### src/rtl/mac_seq_pkg.sv
// Shared types for the MAC lane sequencer: FSM state encoding and the
// per-beat tag that travels alongside the MAC datapath.
package mac_seq_pkg;

  typedef enum logic {
    IDLE = 1'b0,
    RUN  = 1'b1
  } mac_seq_state_t;

  typedef struct packed {
    logic valid;
    logic first;
    logic last;
  } mac_tag_t;

  localparam mac_tag_t TAG_NONE = '{valid: 1'b0, first: 1'b0, last: 1'b0};

endpackage

### src/rtl/mac_seq_if.sv
// Control bundle between a MAC lane sequencer and the logic around it.
// The master side feeds tile lengths, operand beats and output acceptance;
// the slave side (the sequencer) drives the MAC controls and status.
interface mac_seq_if #(
  parameter int WC = 16
) ();

  logic          cfg_valid;
  logic          cfg_ready;
  logic [WC-1:0] cfg_k;
  logic          cfg_err;
  logic          s_valid;
  logic          s_ready;
  logic          en;
  logic          m_valid;
  logic          m_first;
  logic          y_valid;
  logic          y_ready;
  logic          busy;

  modport master (
    output cfg_valid, cfg_k, s_valid, y_ready,
    input  cfg_ready, cfg_err, s_ready, en, m_valid, m_first, y_valid, busy
  );

  modport slave (
    input  cfg_valid, cfg_k, s_valid, y_ready,
    output cfg_ready, cfg_err, s_ready, en, m_valid, m_first, y_valid, busy
  );

endinterface

### src/rtl/mac_seq_tag_pipe.sv
// Enable-gated shift register of beat tags. Each stage advances only when
// the lane enable is high, so the tags stay aligned with a stalled MAC.
module mac_tag_pipe
  import mac_seq_pkg::*;
#(
  parameter int N = 1
) (
  input  logic     clk,
  input  logic     rstn,
  input  logic     en,
  input  mac_tag_t tag_i,
  output mac_tag_t tag_o,
  output logic     any_valid
);

  mac_tag_t stage_q [N];
  mac_tag_t stage_d [N];

  // Shift one stage toward the output whenever the lane is enabled
  always_comb begin
    stage_d = stage_q;
    if (en) begin
      stage_d[0] = tag_i;
      for (int i = 1; i < N; i++) begin
        stage_d[i] = stage_q[i-1];
      end
    end
  end

  // Stage registers, cleared on reset so in-flight beats are dropped
  always_ff @(posedge clk) begin
    if (!rstn) begin
      for (int i = 0; i < N; i++) begin
        stage_q[i] <= TAG_NONE;
      end
    end else begin
      stage_q <= stage_d;
    end
  end

  // Any live beat anywhere in the pipe keeps the lane reported as busy
  always_comb begin
    any_valid = 1'b0;
    for (int i = 0; i < N; i++) begin
      any_valid = any_valid | stage_q[i].valid;
    end
  end

  assign tag_o = stage_q[N-1];

endmodule

### src/rtl/mac_seq.sv
// Sequencer for one MAC lane (or a row of lanes sharing control). Takes a
// tile length, admits exactly that many operand beats, and delays the
// first/last qualifiers to line up with the MAC's multiplier and
// accumulator latencies. Output backpressure stalls the whole lane.
module mac_seq
  import mac_seq_pkg::*;
#(
  parameter int LM = 1,
  parameter int LA = 1,
  parameter int WC = 16
) (
  input  logic      clk,
  input  logic      rstn,
  mac_seq_if.slave  bus
);

  mac_seq_state_t state_q, state_d;
  logic [WC-1:0]  cnt_q, cnt_d;
  logic           first_q, first_d;

  logic [WC-1:0]  cfg_k_w;
  logic           en;
  logic           s_ready;
  logic           beat;
  logic           last_beat;
  logic           cfg_ready;
  logic           cfg_fire;
  logic           cfg_err;
  mac_tag_t       m_tag_in, m_tag;
  mac_tag_t       y_tag_in, y_tag;
  logic           m_any, y_any;
  logic           y_valid;
  logic           unused_y_bits;

  assign cfg_k_w = bus.cfg_k;

  // Lane-wide enable: freeze everything while a finished result waits
  always_comb begin
    en = !(y_valid && !bus.y_ready);
  end

  // Handshakes, counter/FSM next state and the tag injected this cycle
  always_comb begin
    state_d   = state_q;
    cnt_d     = cnt_q;
    first_d   = first_q;
    s_ready   = rstn && en && (state_q == RUN);
    beat      = bus.s_valid && s_ready;
    last_beat = beat && (cnt_q == '0);
    cfg_ready = rstn && en && ((state_q == IDLE) || last_beat);
    cfg_fire  = bus.cfg_valid && cfg_ready;
    cfg_err   = cfg_fire && (cfg_k_w == '0);

    if (beat) begin
      first_d = 1'b0;
      if (last_beat) begin
        state_d = IDLE;
      end else begin
        cnt_d = cnt_q - WC'(1);
      end
    end

    if (cfg_fire && (cfg_k_w != '0)) begin
      cnt_d   = cfg_k_w - WC'(1);
      first_d = 1'b1;
      state_d = RUN;
    end

    m_tag_in = '{valid: beat, first: beat && first_q, last: last_beat};
  end

  // FSM, beat counter and first-beat marker
  always_ff @(posedge clk) begin
    if (!rstn) begin
      state_q <= IDLE;
      cnt_q   <= '0;
      first_q <= 1'b0;
    end else begin
      state_q <= state_d;
      cnt_q   <= cnt_d;
      first_q <= first_d;
    end
  end

  mac_tag_pipe #(.N(LM)) u_m_pipe (
    .clk       (clk),
    .rstn      (rstn),
    .en        (en),
    .tag_i     (m_tag_in),
    .tag_o     (m_tag),
    .any_valid (m_any)
  );

  // Only the end-of-tile marker needs to ride through the accumulator delay
  always_comb begin
    y_tag_in = '{valid: m_tag.valid & m_tag.last,
                 first: 1'b0,
                 last:  m_tag.valid & m_tag.last};
  end

  mac_tag_pipe #(.N(LA)) u_y_pipe (
    .clk       (clk),
    .rstn      (rstn),
    .en        (en),
    .tag_i     (y_tag_in),
    .tag_o     (y_tag),
    .any_valid (y_any)
  );

  assign y_valid       = y_tag.valid;
  assign unused_y_bits = y_tag.first ^ y_tag.last;

  assign bus.cfg_ready = cfg_ready;
  assign bus.cfg_err   = cfg_err;
  assign bus.s_ready   = s_ready;
  assign bus.en        = en;
  assign bus.m_valid   = m_tag.valid;
  assign bus.m_first   = m_tag.valid & m_tag.first;
  assign bus.y_valid   = y_valid;
  assign bus.busy      = (state_q == RUN) | m_any | y_any;

endmodule
### src/flat_wrapper.sv
// flat-port wrapper written by rule: the top's interface ports become plain ports
module mac_seq_flat import mac_seq_pkg::*;
#(
  parameter int LM = 1,
  parameter int LA = 1,
  parameter int WC = 16
)
  (clk, rstn, bus_cfg_valid, bus_cfg_k, bus_s_valid, bus_y_ready, bus_cfg_ready, bus_cfg_err, bus_s_ready, bus_en, bus_m_valid, bus_m_first, bus_y_valid, bus_busy);
  mac_seq_if #(.WC(WC)) bus_i ();
  input  logic clk;
  input  logic rstn;
  input wire logic [$bits(bus_i.cfg_valid)-1:0] bus_cfg_valid;
  input wire logic [$bits(bus_i.cfg_k)-1:0] bus_cfg_k;
  input wire logic [$bits(bus_i.s_valid)-1:0] bus_s_valid;
  input wire logic [$bits(bus_i.y_ready)-1:0] bus_y_ready;
  output wire logic [$bits(bus_i.cfg_ready)-1:0] bus_cfg_ready;
  output wire logic [$bits(bus_i.cfg_err)-1:0] bus_cfg_err;
  output wire logic [$bits(bus_i.s_ready)-1:0] bus_s_ready;
  output wire logic [$bits(bus_i.en)-1:0] bus_en;
  output wire logic [$bits(bus_i.m_valid)-1:0] bus_m_valid;
  output wire logic [$bits(bus_i.m_first)-1:0] bus_m_first;
  output wire logic [$bits(bus_i.y_valid)-1:0] bus_y_valid;
  output wire logic [$bits(bus_i.busy)-1:0] bus_busy;
  assign bus_i.cfg_valid = bus_cfg_valid;
  assign bus_i.cfg_k = bus_cfg_k;
  assign bus_i.s_valid = bus_s_valid;
  assign bus_i.y_ready = bus_y_ready;
  assign bus_cfg_ready = bus_i.cfg_ready;
  assign bus_cfg_err = bus_i.cfg_err;
  assign bus_s_ready = bus_i.s_ready;
  assign bus_en = bus_i.en;
  assign bus_m_valid = bus_i.m_valid;
  assign bus_m_first = bus_i.m_first;
  assign bus_y_valid = bus_i.y_valid;
  assign bus_busy = bus_i.busy;
  mac_seq #(.LM(LM), .LA(LA), .WC(WC)) u_core (.clk(clk), .rstn(rstn), .bus(bus_i));
endmodule
### config.mk
export PLATFORM = sky130hd
export DESIGN_NAME = mac_seq_flat
export DESIGN_NICKNAME = d
export VERILOG_FILES = /design/src/rtl/mac_seq_pkg.sv /design/src/rtl/mac_seq_if.sv /design/src/rtl/mac_seq_tag_pipe.sv /design/src/rtl/mac_seq.sv /design/src/flat_wrapper.sv
export SDC_FILE = /design/constraint.sdc
export NUM_CORES = 1
export LEC_CHECK = 0
export BUFFER_PORTS_ARGS = -buffer_cell sky130_fd_sc_hd__buf_2
export CAP_MARGIN = 10
export CELL_PAD_IN_SITES_DETAIL_PLACEMENT = 1
export CELL_PAD_IN_SITES_GLOBAL_PLACEMENT = 1
export CORE_UTILIZATION = 44
export DETAILED_ROUTE_END_ITERATION = 7
export MAX_ROUTING_LAYER = met4
export PLACE_DENSITY_LB_ADDON = 0.1
export SLEW_MARGIN = 5
export SYNTH_ARGS = -nofsm -noshare
export SYNTH_HDL_FRONTEND = slang
export SYNTH_HIERARCHICAL = 1
export SYNTH_SLANG_ARGS = --single-unit
### constraint.sdc
create_clock -name clk -period 6.1 [get_ports clk]
set_input_delay 0.305 -clock clk [delete_from_list [all_inputs] [get_ports clk]]
set_output_delay 0.305 -clock clk [all_outputs]
set_load 0.02 [all_outputs]
---- After elaboration in Yosys (flattened, before gate mapping) ----
Index checks and enable logic that the tools add are counted.
word-level totals
  register bits after elaboration ......... 22
  input bits .............................. 21
  output and inout port bits .............. 8
  logic and storage cells ................. 43
cells by class
  add/subtract/negate cells ............... 2
  eq/ne operators ......................... 1
  multiplexer cells ....................... 8
  bitwise logic cells ..................... 5
  reductions and logical operators ........ 20
operators with widths
  cell                                                 number
  two-way mux 16 bit                                   3
  zero test 16 bit                                     2
  subtractor 16 x 1 -> 16 bit (second input constant)  2
  nonzero test 16 bit                                  1
  logical AND 1 bit                                    10
  two-way mux 1 bit                                    5
  AND reduction 2 bit                                  2
  nonzero test 2 bit                                   2
  AND 1 bit                                            2
  zero test 1 bit                                      2
  != test 2 bit (second input constant)                1
  OR 1 bit                                             2
  logical OR 1 bit                                     1
  NOT 1 bit                                            1

---- Logic depth before layout (Yosys ltp) ----
Gate-level depths: netlist of run 1.
  depth after elaboration ................. 13
  gate-level depth with buffers ........... 13
  mapped depth without buffers ............ 11

---- By module ----
Netlist of run 1, hierarchy kept.
by module, submodules not included
  module        times used  cells each  area each (µm²)  sequential area each (µm²)
  mac_seq       1           164         1327.5           360.3
  mac_tag_pipe  2           10          116.4            60.1

---- Worst setup path before layout of run 1 ----
No wires, ideal clock.
  kind .................................... reg-to-reg
  from .................................... register u_core.cnt_q[11]
  to ...................................... register u_core.cnt_q[14]
  setup time .............................. 0.122 ns
  arrival ................................. 3.322 ns
  required time ........................... 5.978 ns
  path slack .............................. 2.657 ns
  cell stages (with the launch flop) ...... 14
  buffers on the path ..................... 2
  period minus slack after synthesis ...... 3.443 ns
  path through ............................ dfxtp_1 or4_4 or2_4 o31ai_4 o2111a_1 buf_6 mux2i_1 ha_1 clkbuf_1 nand2_1 or4_2 nor2_1 mux2i_1 a21oi_1
on the way
  word-level cells in the longest chain between the ends .. 8
  elaborated cells on any way between the ends .. 13
  those cells by class .................... add/sub: 1; eq/ne: 1; mux: 3; reduce/logical: 8
ends and longest elaborated chain
  element                                                              line           RTL
  start: declaration                                                   mac_seq.sv:18  logic [WC-1:0] cnt_q, cnt_d;
  start signal: assignment                                             mac_seq.sv:80  cnt_q <= cnt_d;
  branches (longest 8 deep; another with subtractor 16 x 1 -> 16 bit)  n/a
Parallel ways; which one is timed is not known. The select of a mux whose other input is x is not followed.
A chain may end at the register's enable or synchronous reset.

---- Worst setup path in the final report of run 1 ----
  from .................................... register u_core.cnt_q[2]
  to ...................................... register u_core.cnt_q[14]
The elaborated chain is that of the path after synthesis.

==> results of run 1 <==
## cell usage in the layout (no fill, tap or decap), types with 2 or more instances in the layout
| cell | instances |
|---|---|
| sky130_fd_sc_hd__nor2_1 | 16 |
| sky130_fd_sc_hd__clkbuf_4 | 3 |
| sky130_fd_sc_hd__or4_1 | 3 |
| sky130_fd_sc_hd__xor2_1 | 5 |
| sky130_fd_sc_hd__mux2i_1 | 7 |
| sky130_fd_sc_hd__nand2_1 | 13 |
| sky130_fd_sc_hd__and2_1 | 4 |
| sky130_fd_sc_hd__nand4_1 | 2 |
| sky130_fd_sc_hd__nor4_1 | 5 |
| sky130_fd_sc_hd__and3_1 | 2 |
| sky130_fd_sc_hd__nor4b_1 | 3 |
| sky130_fd_sc_hd__nand3_1 | 4 |
| sky130_fd_sc_hd__inv_1 | 3 |
| sky130_fd_sc_hd__a211oi_2 | 2 |
| sky130_fd_sc_hd__buf_2 | 28 |
| sky130_fd_sc_hd__o21ai_0 | 12 |
| sky130_fd_sc_hd__nor3_1 | 8 |
| sky130_fd_sc_hd__nand2b_1 | 2 |
| sky130_fd_sc_hd__dfxtp_1 | 22 |
| sky130_fd_sc_hd__or3_1 | 2 |
| sky130_fd_sc_hd__o311a_2 | 2 |
| sky130_fd_sc_hd__nor2b_1 | 4 |
| sky130_fd_sc_hd__a21oi_1 | 14 |
| sky130_fd_sc_hd__xnor2_1 | 18 |
## metal layers
layer  global-route usage (%)  part of all wire [%]
met1                     29.5                    43
met2                     49.4                    52
met3                     3.25                   2.7
met4                     8.97                   1.6
met5                        -                     0
## state kept, by name (all words and copies together), names as in the netlist
register                   count
u_core/first_q                 1
u_core/u_m_pipe/any_valid      1
u_core/cnt_q                  16
u_core/state_q                 1
u_core/u_m_pipe/tag_o          2
u_core/u_y_pipe/any_valid      1
## stage by stage
| step | power, W | hold slack [ns] | util [%] |
|---|---|---|---|
| 2_1_floorplan | 0.000229 | 0.432 | - |
| 3_3_place_gp | 0.000252 | 0.443 | 52.1 |
| 3_5_place_dp | 0.000257 | 0.475 | 52.1 |
| 4_1_cts | 0.000341 | 0.326 | 53.2 |
| 5_1_grt | 0.000360 | 0.337 | 53.2 |
| 6_report | 0.000342 | 0.327 | 53.2 |
## critical path, cell delays in order (launching register included)
cell	delay, ns
sky130_fd_sc_hd__dfxtp_1	0.38
sky130_fd_sc_hd__nor3_1	0.45
sky130_fd_sc_hd__nand4_1	0.29
sky130_fd_sc_hd__o31ai_4	0.39
sky130_fd_sc_hd__o2111a_1	0.46
sky130_fd_sc_hd__mux2i_1	0.25
sky130_fd_sc_hd__ha_1	0.32
sky130_fd_sc_hd__nand2_1	0.19
sky130_fd_sc_hd__or4_2	0.58
sky130_fd_sc_hd__nor2_1	0.15
sky130_fd_sc_hd__mux2i_1	0.20
sky130_fd_sc_hd__a21oi_1	0.08
## report_power, final
group | total, W | leakage (nW) | internal (W) | switching, W
Combinational | 0.0000911 | 0.452 | 0.0000379 | 0.0000531
Clock | 0.0000864 | 0.0210 | 0.0000365 | 0.0000499
Sequential | 0.000164 | 0.181 | 0.000154 | 0.0000107
Total | 0.000342 | 0.654 | 0.000228 | 0.000114
## area by class of cell
cell class,count,area (sq um)
Sequential cell,22,440
Clock buffer,4,36.3
Timing Repair Buffer,28,140
Multi-Input combinational cell,145,982
Inverter,3,11.3
Tap cell,44,55.1
Fill cell,400,1460
## path summary, 6_finish.rpt
| path | slack, ns | start | depth (start not counted) | endpoint |
|---|---|---|---|---|
| setup / recovery | 2.23 | u_core/cnt_q[2]$_SDFFE_PN0P_ | 11 | u_core/cnt_q[14]$_SDFFE_PN0P_ |
| hold / removal | 0.33 | bus_cfg_k[0] | 3 | u_core/cnt_q[0]$_SDFFE_PN0P_ |
| setup reg to reg | 2.23 | u_core/cnt_q[2]$_SDFFE_PN0P_ | 11 | u_core/cnt_q[14]$_SDFFE_PN0P_ |
| hold reg to reg | 0.49 | u_core/first_q$_SDFFE_PN0P_ | 2 | u_core/first_q$_SDFFE_PN0P_ |
==> impl_metrics.prom, run 1 <==
# TYPE chip_impl_metric gauge
chip_impl_info{name="cts_tree",value="yes"} 1
chip_impl_metric{name="synthToLayoutAreaGrowth",unit="%"} 12.2
chip_impl_metric{name="cellLeakagePower",unit="nW"} 0.654
chip_impl_metric{name="num_io_pins",unit=""} 29
chip_impl_metric{name="place.detailed.instances",unit=""} 242
chip_impl_metric{name="clock_tree_buffer_depth",unit=""} 2
chip_impl_metric{name="core_footprint",unit="sq mm"} 0.00313
chip_impl_info{name="setup.worst_path.start_class",value="register"} 1
chip_impl_metric{name="worst_ep_arrival_time",unit="ns"} 4.07
chip_impl_info{name="rsz_0062_raised_after_global_routing",value="false"} 1
chip_impl_metric{name="cts_buffers",unit=""} 3
chip_impl_metric{name="dpl.hpwl",unit="um"} 3120
chip_impl_metric{name="post-route-worst-setup-slack",unit="ns"} 2.23
chip_impl_metric{name="timing.fmax",unit="GHz"} 0.259
chip_impl_metric{name="final_max_slew_viol_count",unit=""} 0
chip_impl_metric{name="postSynthCellCount",unit=""} 177
chip_impl_info{name="hp-class",value="in -> reg"} 1
chip_impl_metric{name="cts_num_sinks",unit=""} 22
chip_impl_metric{name="route.final.wire_length",unit="um"} 4000
chip_impl_metric{name="floorplan.die_area",unit="sq mm"} 0.00361
chip_impl_metric{name="grt_first_pass_wirelength",unit="um"} 7010
chip_impl_metric{name="finalWeightedCongestion",unit=""} 0.795
chip_impl_metric{name="synth_nets",unit=""} 199
chip_impl_metric{name="cts.clk_slew.worst_paths",unit="ns"} 0.14
chip_impl_metric{name="power_density",unit="mW/mm^2"} 205
chip_impl_info{name="status",value="finished clean"} 1
chip_impl_metric{name="final_cells",unit=""} 246
chip_impl_metric{name="worst_ep_required_time",unit="ns"} 6.30
chip_impl_metric{name="effective_utilization_at_floorplan",unit="%"} 47.4
chip_impl_metric{name="grt.total_usage",unit="%"} 26.8
chip_impl_metric{name="drtPass1Iterations",unit=""} 4
chip_impl_metric{name="final.min_clock_period",unit="ns"} 3.87
chip_impl_metric{name="grt_pass1_vias",unit=""} 1524
chip_impl_metric{name="die_width",unit="um"} 60.1
chip_impl_metric{name="drt.antenna.violating_nets",unit=""} 0
chip_impl_metric{name="layout_worst_path_cycle_share",unit="%"} 63.4
chip_impl_metric{name="dp_worst_setup_slack",unit="ns"} 2.27
chip_impl_metric{name="avgRoutedWirePerCell",unit="um"} 16.3
chip_impl_metric{name="vias_per_cell",unit=""} 5.70
chip_impl_metric{name="cp_max_fo",unit=""} 9
chip_impl_metric{name="maxCapViolCount",unit=""} 0
chip_impl_metric{name="post_cts_resized",unit=""} 0
chip_impl_info{name="criticalPathCategory",value="reg -> reg"} 1
chip_impl_metric{name="dr_total_vias",unit=""} 1403
chip_impl_metric{name="grt_overflow",unit=""} 0
chip_impl_metric{name="grt_max_degree",unit=""} 27
chip_impl_metric{name="final-hold-violation-count",unit=""} 0
chip_impl_metric{name="irDropWorstVdd",unit="mV"} 0.0802
chip_impl_metric{name="fp-row-count",unit=""} 20
chip_impl_metric{name="yosysWarnings",unit=""} 6
chip_impl_metric{name="final_net_count",unit=""} 225
chip_impl_metric{name="setup_viol",unit=""} 0
chip_impl_metric{name="final_layout_size_suffix_gt1_share",unit="%"} 21.8
chip_impl_metric{name="route.detailed.drc",unit=""} 0
chip_impl_metric{name="die_y",unit="um"} 60.1
chip_impl_metric{name="timing.slew.headroom",unit="%"} 54.6
chip_impl_metric{name="timing_worst_slew_pin_value",unit="ns"} 0.681
chip_impl_metric{name="postSynthAreaPerCell",unit="sq um"} 8.38
chip_impl_info{name="endpoint_kind_of_the_worst_setup_timing_path",value="register"} 1
chip_impl_metric{name="totalNegativeSetupSlack",unit="ns"} 0
chip_impl_metric{name="synth_area",unit="sq mm"} 0.00148
chip_impl_metric{name="cts_hold_repair.buffers",unit=""} 0
chip_impl_metric{name="post-cts-setup-buffers",unit=""} 0
chip_impl_metric{name="post_dp_cell_area",unit="sq mm"} 0.00163
chip_impl_metric{name="antenna_found_initial",unit=""} 0
chip_impl_metric{name="fin_area",unit="sq mm"} 0.00167
chip_impl_metric{name="clk_latency",unit="ns"} 0.32
chip_impl_metric{name="initialDrtViolationCount",unit=""} 46
chip_impl_info{name="clockRootBuffer",value="sky130_fd_sc_hd__clkbuf_4"} 1
chip_impl_metric{name="htreeDepth",unit=""} 1
chip_impl_metric{name="skew",unit="ns"} 0.00649
chip_impl_metric{name="antenna_cells_inserted",unit=""} 0
chip_impl_metric{name="port_buffer_cells",unit=""} 28
Note: power is estimated with default switching activity, not from simulation.
==> run 2: changes to the inputs <==
--- a/config.mk
+++ b/config.mk
@@ -9,7 +9,7 @@
 export CAP_MARGIN = 10
 export CELL_PAD_IN_SITES_DETAIL_PLACEMENT = 1
 export CELL_PAD_IN_SITES_GLOBAL_PLACEMENT = 1
-export CORE_UTILIZATION = 44
+export CORE_UTILIZATION = 37
 export DETAILED_ROUTE_END_ITERATION = 7
 export MAX_ROUTING_LAYER = met4
 export PLACE_DENSITY_LB_ADDON = 0.1
==> constraint.sdc (replaced) <==
create_clock -name clk -period 3.2 [get_ports clk]
set_input_delay 0.16 -clock clk [delete_from_list [all_inputs] [get_ports clk]]
set_output_delay 0.16 -clock clk [all_outputs]
set_load 0.02 [all_outputs]
==> impl_metrics.prom, run 2 (same netlist as run 1, synthesis figures left out) <==
# TYPE chip_impl_metric gauge
chip_impl_info{name="most_flop_heavy_register",value="u_core/cnt_q"} 1
chip_impl_metric{name="route.detailed.drc",unit=""} 0
chip_impl_metric{name="core_footprint",unit="sq mm"} 0.00374
chip_impl_metric{name="grt.total_usage",unit="%"} 21.4
chip_impl_metric{name="skew",unit="ns"} 0.00311
chip_impl_metric{name="floorplan.die_area",unit="sq mm"} 0.00427
chip_impl_metric{name="power_density",unit="mW/mm^2"} 376
chip_impl_metric{name="totalNegativeSetupSlack",unit="ns"} 0
chip_impl_info{name="status",value="finished clean"} 1
chip_impl_metric{name="layout_worst_path_cycle_share",unit="%"} 98.1
chip_impl_info{name="commonest_non_fill_non_tap_cell_in_the_layout",value="sky130_fd_sc_hd__buf_2"} 1
chip_impl_metric{name="die_y",unit="um"} 65.3
chip_impl_info{name="criticalPathCategory",value="reg -> reg"} 1
chip_impl_metric{name="fill_cells",unit=""} 479
chip_impl_metric{name="post_dp_cell_area",unit="sq mm"} 0.00175
chip_impl_metric{name="route.final.wire_length",unit="um"} 4030
chip_impl_metric{name="timing.slew.headroom",unit="%"} 52.9
chip_impl_info{name="final_cell_mix",value="sky130_fd_sc_hd__buf_2, sky130_fd_sc_hd__dfxtp_1, sky130_fd_sc_hd__xnor2_1"} 1
chip_impl_metric{name="worst_ep_required_time",unit="ns"} 3.32
chip_impl_metric{name="antenna_found_initial",unit=""} 0
chip_impl_metric{name="maxCapViolCount",unit=""} 0
chip_impl_metric{name="cts.clk_slew.worst_paths",unit="ns"} 0.08
chip_impl_metric{name="setup_viol",unit=""} 0
chip_impl_metric{name="dpl.hpwl",unit="um"} 3120
chip_impl_metric{name="worst_ep_arrival_time",unit="ns"} 3.26
chip_impl_metric{name="power.share.combinational",unit="%"} 29.8
chip_impl_metric{name="cellLeakagePower",unit="nW"} 0.739
chip_impl_metric{name="power.internal",unit="W"} 0.000474
chip_impl_metric{name="cts_buffers",unit=""} 3
chip_impl_metric{name="initialDrtViolationCount",unit=""} 62
chip_impl_metric{name="largest_register_ffs",unit=""} 16
chip_impl_metric{name="vias_per_cell",unit=""} 5.45
chip_impl_info{name="setup.worst_path.start_class",value="register"} 1
chip_impl_info{name="clockRootBuffer",value="sky130_fd_sc_hd__clkbuf_8"} 1
chip_impl_metric{name="die_width",unit="um"} 65.3
chip_impl_metric{name="cts_num_sinks",unit=""} 22
chip_impl_metric{name="finalWeightedCongestion",unit=""} 0.805
chip_impl_info{name="cts_tree",value="yes"} 1
chip_impl_metric{name="cp_max_fo",unit=""} 5
chip_impl_info{name="worst_r2r_startpoint",value="u_core/cnt_q[14]$_SDFFE_PN0P_"} 1
chip_impl_metric{name="final.min_clock_period",unit="ns"} 3.14
chip_impl_metric{name="share_seq_of_total_power",unit="%"} 45.1
chip_impl_metric{name="htreeDepth",unit=""} 1
chip_impl_metric{name="fp-row-count",unit=""} 22
chip_impl_metric{name="power.clock.fraction",unit="%"} 25.2
chip_impl_metric{name="num_io_pins",unit=""} 29
chip_impl_info{name="crit_path_start",value="u_core/cnt_q[14]$_SDFFE_PN0P_"} 1
chip_impl_metric{name="final-hold-violation-count",unit=""} 0
chip_impl_metric{name="final_net_count",unit=""} 241
chip_impl_metric{name="port_buffer_cells",unit=""} 28
chip_impl_metric{name="clk_latency",unit="ns"} 0.26
chip_impl_metric{name="avgRoutedWirePerCell",unit="um"} 15.2
chip_impl_metric{name="fin_area",unit="sq mm"} 0.00184
chip_impl_metric{name="drtPass1Iterations",unit=""} 4
chip_impl_metric{name="dr_total_vias",unit=""} 1444
chip_impl_metric{name="final_layout_size_suffix_gt1_share",unit="%"} 31.8
chip_impl_info{name="path_cells",value="or4_4, or2_4, o31ai_4, o2111a_2, mux2i_1, ha_2, nand2_4, or4_4, nor2_4, mux2i_1, a21oi_1"} 1
chip_impl_info{name="crit_slowest_cell",value="sky130_fd_sc_hd__or4_4"} 1
chip_impl_metric{name="power.switching_fraction",unit="%"} 31.5
chip_impl_info{name="endpoint_kind_of_the_worst_setup_timing_path",value="register"} 1
chip_impl_metric{name="antenna_cells_inserted",unit=""} 0
chip_impl_info{name="holdCritStartpoint",value="bus_cfg_k[0]"} 1
chip_impl_metric{name="drt.antenna.violating_nets",unit=""} 0
chip_impl_metric{name="effective_utilization_at_floorplan",unit="%"} 39.6
chip_impl_metric{name="timing.critical_path.slowest_cell_delay",unit="ns"} 0.54
chip_impl_metric{name="timing_worst_slew_pin_value",unit="ns"} 0.704
chip_impl_metric{name="grt_overflow",unit=""} 0
chip_impl_metric{name="cts_hold_repair.buffers",unit=""} 0
chip_impl_metric{name="clock_tree_buffer_depth",unit=""} 2
chip_impl_metric{name="timing.fmax",unit="GHz"} 0.318
chip_impl_info{name="hp-class",value="in -> reg"} 1
chip_impl_metric{name="grt_first_pass_wirelength",unit="um"} 6740
chip_impl_metric{name="irDropWorstVdd",unit="mV"} 0.123
chip_impl_metric{name="grt_pass1_vias",unit=""} 1470
chip_impl_metric{name="final_max_slew_viol_count",unit=""} 0
chip_impl_metric{name="switching_power",unit="W"} 0.000218
chip_impl_metric{name="synthToLayoutAreaGrowth",unit="%"} 23.9
chip_impl_info{name="rsz_0062_raised_after_global_routing",value="true"} 1
chip_impl_metric{name="grt_max_degree",unit=""} 27
## run 2: cell type report
type                       instances  area [sq um]  share of cell area, %
clock buffer                       3          41.3                   2.24
inverter                           3          11.3                  0.612
multi-input combinational        145          1020                   55.6
sequential                        22           443                   24.1
tap                               48          60.1                   3.27
timing repair buffer              44           260                   14.1
## run 2: final timing paths
path | depth (start not counted) | to | slack (ns)
max | 11 | u_core/cnt_q[14]$_SDFFE_PN0P_ | 0.06
max reg2reg | 11 | u_core/cnt_q[14]$_SDFFE_PN0P_ | 0.06
min reg2reg | 2 | u_core/first_q$_SDFFE_PN0P_ | 0.47
min | 3 | u_core/cnt_q[0]$_SDFFE_PN0P_ | 0.24
## run 2: critical path: cells and delay by family, from the launching register on
kind / cells / cell delay [ns]
flops: 1 / 0.33
mux: 2 / 0.40
simple gates: 5 / 1.43
compound gates: 3 / 0.58
fa+ha+maj: 1 / 0.26
## run 2: per-layer routing
| metal | GRT usage (%) | wire length, um |
|---|---|---|
| met5 | - | 0 |
| met4 | 6.52 | 21 |
| met3 | 2.60 | 84 |
| met2 | 39.4 | 2170 |
| met1 | 23.8 | 1760 |
## run 2: timing repair
action / CTS / global route
endpoints found under the setup margin: 1 / 4
cloned: 0 / 0
pin swaps: 3 / 6
buffers inserted: 3 / 0
gates resized for setup: 2 / 5
## run 2: stage by stage
stage / std cells / hold WS [ns] / util, % / setup WS [ns] / total power, W
after CTS: 265 / 0.239 / 48.6 / 0.0177 / 0.000696
after floorplan: 177 / 0.288 / - / -0.0466 / 0.000447
after detailed placement: 259 / 0.469 / 46.7 / -0.0237 / 0.000513
after global routing: 265 / 0.256 / 49.1 / -0.0465 / 0.000739
final: 265 / 0.242 / 49.1 / 0.0599 / 0.000692
after global placement: 259 / 0.446 / 46.7 / 0.0633 / 0.000506
## run 2: power groups by stage
| stage | Sequential [W] | Clock, W | Combinational, W |
|---|---|---|---|
| floorplan | 0.000314 | 0 | 0.000133 |
| global placement | 0.000315 | 0 | 0.000191 |
| detailed placement | 0.000317 | 0 | 0.000197 |
| CTS | 0.000310 | 0.000181 | 0.000205 |
| global route | 0.000315 | 0.000197 | 0.000227 |
| finish | 0.000312 | 0.000174 | 0.000206 |
==> run 3: changes to the inputs <==
--- a/config.mk
+++ b/config.mk
@@ -9,6 +9,7 @@
 export CAP_MARGIN = 10
 export CELL_PAD_IN_SITES_DETAIL_PLACEMENT = 1
 export CELL_PAD_IN_SITES_GLOBAL_PLACEMENT = 1
+export CORE_ASPECT_RATIO = 0.75
 export CORE_UTILIZATION = 37
 export DETAILED_ROUTE_END_ITERATION = 7
 export MAX_ROUTING_LAYER = met4
==> impl_metrics.prom, run 3 (same netlist as run 1, synthesis figures left out) <==
# TYPE chip_impl_metric gauge
chip_impl_metric{name="final_max_slew_viol_count",unit=""} 0
chip_impl_metric{name="worst_ep_required_time",unit="ns"} 3.32
chip_impl_metric{name="avgRoutedWirePerCell",unit="um"} 16.0
chip_impl_metric{name="die_y",unit="um"} 56.8
chip_impl_metric{name="finalWeightedCongestion",unit=""} 0.810
chip_impl_metric{name="power.clock.fraction",unit="%"} 28.1
chip_impl_metric{name="initialDrtViolationCount",unit=""} 38
chip_impl_metric{name="drtPass1Iterations",unit=""} 4
chip_impl_info{name="hp-class",value="in -> reg"} 1
chip_impl_info{name="commonest_non_fill_non_tap_cell_in_the_layout",value="sky130_fd_sc_hd__buf_2"} 1
chip_impl_metric{name="route.final.wire_length",unit="um"} 4340
chip_impl_metric{name="antenna_found_initial",unit=""} 0
chip_impl_metric{name="layout_worst_path_cycle_share",unit="%"} 97.6
chip_impl_metric{name="timing.fmax",unit="GHz"} 0.320
chip_impl_metric{name="die_width",unit="um"} 75.1
chip_impl_metric{name="share_seq_of_total_power",unit="%"} 42.5
chip_impl_info{name="crit_slowest_cell",value="sky130_fd_sc_hd__or4_4"} 1
chip_impl_metric{name="antenna_cells_inserted",unit=""} 0
chip_impl_metric{name="power.switching_fraction",unit="%"} 31.3
chip_impl_metric{name="cp_max_fo",unit=""} 5
chip_impl_metric{name="dr_total_vias",unit=""} 1458
chip_impl_metric{name="route.detailed.drc",unit=""} 0
chip_impl_info{name="cts_tree",value="yes"} 1
chip_impl_metric{name="final_net_count",unit=""} 242
chip_impl_metric{name="worst_r2r_path_depth",unit=""} 11
chip_impl_metric{name="final.min_clock_period",unit="ns"} 3.12
chip_impl_metric{name="cts_num_sinks",unit=""} 22
chip_impl_metric{name="setup_viol",unit=""} 0
chip_impl_metric{name="power.internal",unit="W"} 0.000502
chip_impl_metric{name="switching_power",unit="W"} 0.000229
chip_impl_metric{name="cts_hold_repair.buffers",unit=""} 0
chip_impl_metric{name="core_footprint",unit="sq mm"} 0.00376
chip_impl_metric{name="num_io_pins",unit=""} 29
chip_impl_metric{name="final-hold-violation-count",unit=""} 0
chip_impl_metric{name="post-route-worst-setup-slack",unit="ns"} 0.0775
chip_impl_metric{name="htreeDepth",unit=""} 1
chip_impl_info{name="status",value="finished clean"} 1
chip_impl_metric{name="effective_utilization_at_floorplan",unit="%"} 39.5
chip_impl_metric{name="vias_per_cell",unit=""} 5.38
chip_impl_metric{name="clk_latency",unit="ns"} 0.27
chip_impl_metric{name="power.share.combinational",unit="%"} 29.4
chip_impl_metric{name="fp-row-count",unit=""} 19
chip_impl_metric{name="grt_max_degree",unit=""} 27
chip_impl_metric{name="timing_worst_slew_pin_value",unit="ns"} 0.706
chip_impl_metric{name="dpl.hpwl",unit="um"} 3380
chip_impl_metric{name="final_layout_size_suffix_gt1_share",unit="%"} 32.0
chip_impl_info{name="endpoint_kind_of_the_worst_setup_timing_path",value="register"} 1
chip_impl_info{name="final_cell_mix",value="sky130_fd_sc_hd__buf_2, sky130_fd_sc_hd__dfxtp_1, sky130_fd_sc_hd__buf_4, sky130_fd_sc_hd__xnor2_1, sky130_fd_sc_hd__nor2_1"} 1
chip_impl_metric{name="clock_tree_buffer_depth",unit=""} 2
chip_impl_metric{name="dp_worst_setup_slack",unit="ns"} -0.151
chip_impl_metric{name="totalNegativeSetupSlack",unit="ns"} 0
chip_impl_metric{name="fill_cells",unit=""} 490
chip_impl_metric{name="drt.antenna.violating_nets",unit=""} 0
chip_impl_info{name="criticalPathCategory",value="reg -> reg"} 1
chip_impl_info{name="worst_r2r_startpoint",value="u_core/cnt_q[14]$_SDFFE_PN0P_"} 1
chip_impl_metric{name="timing.slew.headroom",unit="%"} 52.9
chip_impl_info{name="path_cells",value="or4_4, or2_4, o31ai_4, o2111a_2, mux2i_1, ha_2, nand2_4, or4_4, nor2_4, mux2i_1, a21oi_1"} 1
chip_impl_metric{name="skew",unit="ns"} 0.00415
chip_impl_info{name="most_flop_heavy_register",value="u_core/cnt_q"} 1
chip_impl_metric{name="largest_register_ffs",unit=""} 16
chip_impl_info{name="holdCritStartpoint",value="bus_cfg_k[0]"} 1
chip_impl_metric{name="timing.critical_path.slowest_cell_delay",unit="ns"} 0.54
chip_impl_info{name="clockRootBuffer",value="sky130_fd_sc_hd__clkbuf_8"} 1
chip_impl_metric{name="power_density",unit="mW/mm^2"} 391
chip_impl_metric{name="grt_pass1_vias",unit=""} 1431
chip_impl_metric{name="maxCapViolCount",unit=""} 0
chip_impl_metric{name="grt_overflow",unit=""} 0
chip_impl_metric{name="cts.clk_slew.worst_paths",unit="ns"} 0.08
chip_impl_metric{name="cts_buffers",unit=""} 3
chip_impl_metric{name="layout.area.seq",unit="sq um"} 442
chip_impl_metric{name="floorplan.die_area",unit="sq mm"} 0.00427
chip_impl_info{name="worstHoldEndpoint",value="u_core/cnt_q[0]$_SDFFE_PN0P_"} 1
chip_impl_metric{name="worst_ep_arrival_time",unit="ns"} 3.25
chip_impl_info{name="r2r-end",value="u_core/cnt_q[14]$_SDFFE_PN0P_"} 1
chip_impl_metric{name="hold_depth",unit=""} 3
chip_impl_metric{name="footprint_of_the_multi_input_gates",unit="sq mm"} 0.00103
chip_impl_metric{name="cellLeakagePower",unit="nW"} 0.759
chip_impl_metric{name="synthToLayoutAreaGrowth",unit="%"} 26.0
chip_impl_info{name="setup.worst_path.start_class",value="register"} 1
chip_impl_metric{name="grt.total_usage",unit="%"} 22.6
chip_impl_metric{name="irDropWorstVdd",unit="mV"} 0.196
chip_impl_metric{name="grt_first_pass_wirelength",unit="um"} 6980
chip_impl_metric{name="port_buffer_cells",unit=""} 28
chip_impl_info{name="rsz_0062_raised_after_global_routing",value="true"} 1
chip_impl_metric{name="ff2ff_setup_slack",unit="ns"} 0.08
[run 3: how the worst max path moves through the flow]
stage                                       start                       endpoint  slack, ns  depth (start not counted)
floorplan           u_core/cnt_q[14]$_SDFFE_PN0P_  u_core/cnt_q[14]$_SDFFE_PN0P_      -0.05                         13
global placement    u_core/cnt_q[14]$_SDFFE_PN0P_  u_core/cnt_q[14]$_SDFFE_PN0P_       0.05                         11
detailed placement  u_core/cnt_q[14]$_SDFFE_PN0P_  u_core/cnt_q[14]$_SDFFE_PN0P_      -0.15                         11
CTS                 u_core/cnt_q[14]$_SDFFE_PN0P_  u_core/cnt_q[14]$_SDFFE_PN0P_      0.008                         11
global route        u_core/cnt_q[14]$_SDFFE_PN0P_  u_core/cnt_q[14]$_SDFFE_PN0P_      -0.05                         12
finish              u_core/cnt_q[14]$_SDFFE_PN0P_  u_core/cnt_q[14]$_SDFFE_PN0P_       0.08                         11
[run 3: area by class of cell]
class | count | share of cell area (%)
Inverter | 3 | 0.602
Sequential cell | 22 | 23.6
Multi-Input combinational cell | 145 | 55.0
Clock buffer | 4 | 2.95
Timing Repair Buffer | 45 | 14.3
Tap cell | 52 | 3.48
[run 3: layer usage]
metal  share of wire (%)  global-route usage, %  vias to the layer above
met5                   0                      -                        -
met1                  51                   31.8                      710
met2                  46                   33.2                       21
met4                0.58                   4.58                        0
met3                 2.5                   4.49                        4
li1                    -                      -                      723
[run 3: power groups by stage]
stage	Sequential, W	Clock, W	Combinational, W
finish	0.000311	0.000205	0.000215
global route	0.000314	0.000226	0.000232
CTS	0.000310	0.000211	0.000211
detailed placement	0.000317	0	0.000204
global placement	0.000315	0	0.000197
floorplan	0.000314	0	0.000133
[run 3: worst max-delay path, delay by kind of cell (launching register included)]
kind | cells | cell delay [ns]
AO/OA/AOI/OAI | 3 | 0.57
AND/OR/NAND/NOR | 5 | 1.41
adder cells (fa/ha/maj) | 1 | 0.25
multiplexers | 2 | 0.43
flip-flops | 1 | 0.32
[run 3: through the flow]
stage	instances	util [%]	hold slack [ns]	power, W	area, sq um
4_1_cts	271	49.1	0.237	0.000733	1840
6_report	271	49.8	0.240	0.000731	1870
2_1_floorplan	177	-	0.288	0.000447	1510
5_1_grt	271	49.8	0.246	0.000771	1870
3_5_place_dp	265	47.1	0.455	0.000521	1770
3_3_place_gp	265	47.1	0.450	0.000513	1770
[run 3: repair_timing]
item	4_1_cts	5_1_grt
gates resized for setup	2	5
buffers inserted	2	0
pin swaps	3	3
endpoints found under the setup margin	2	3
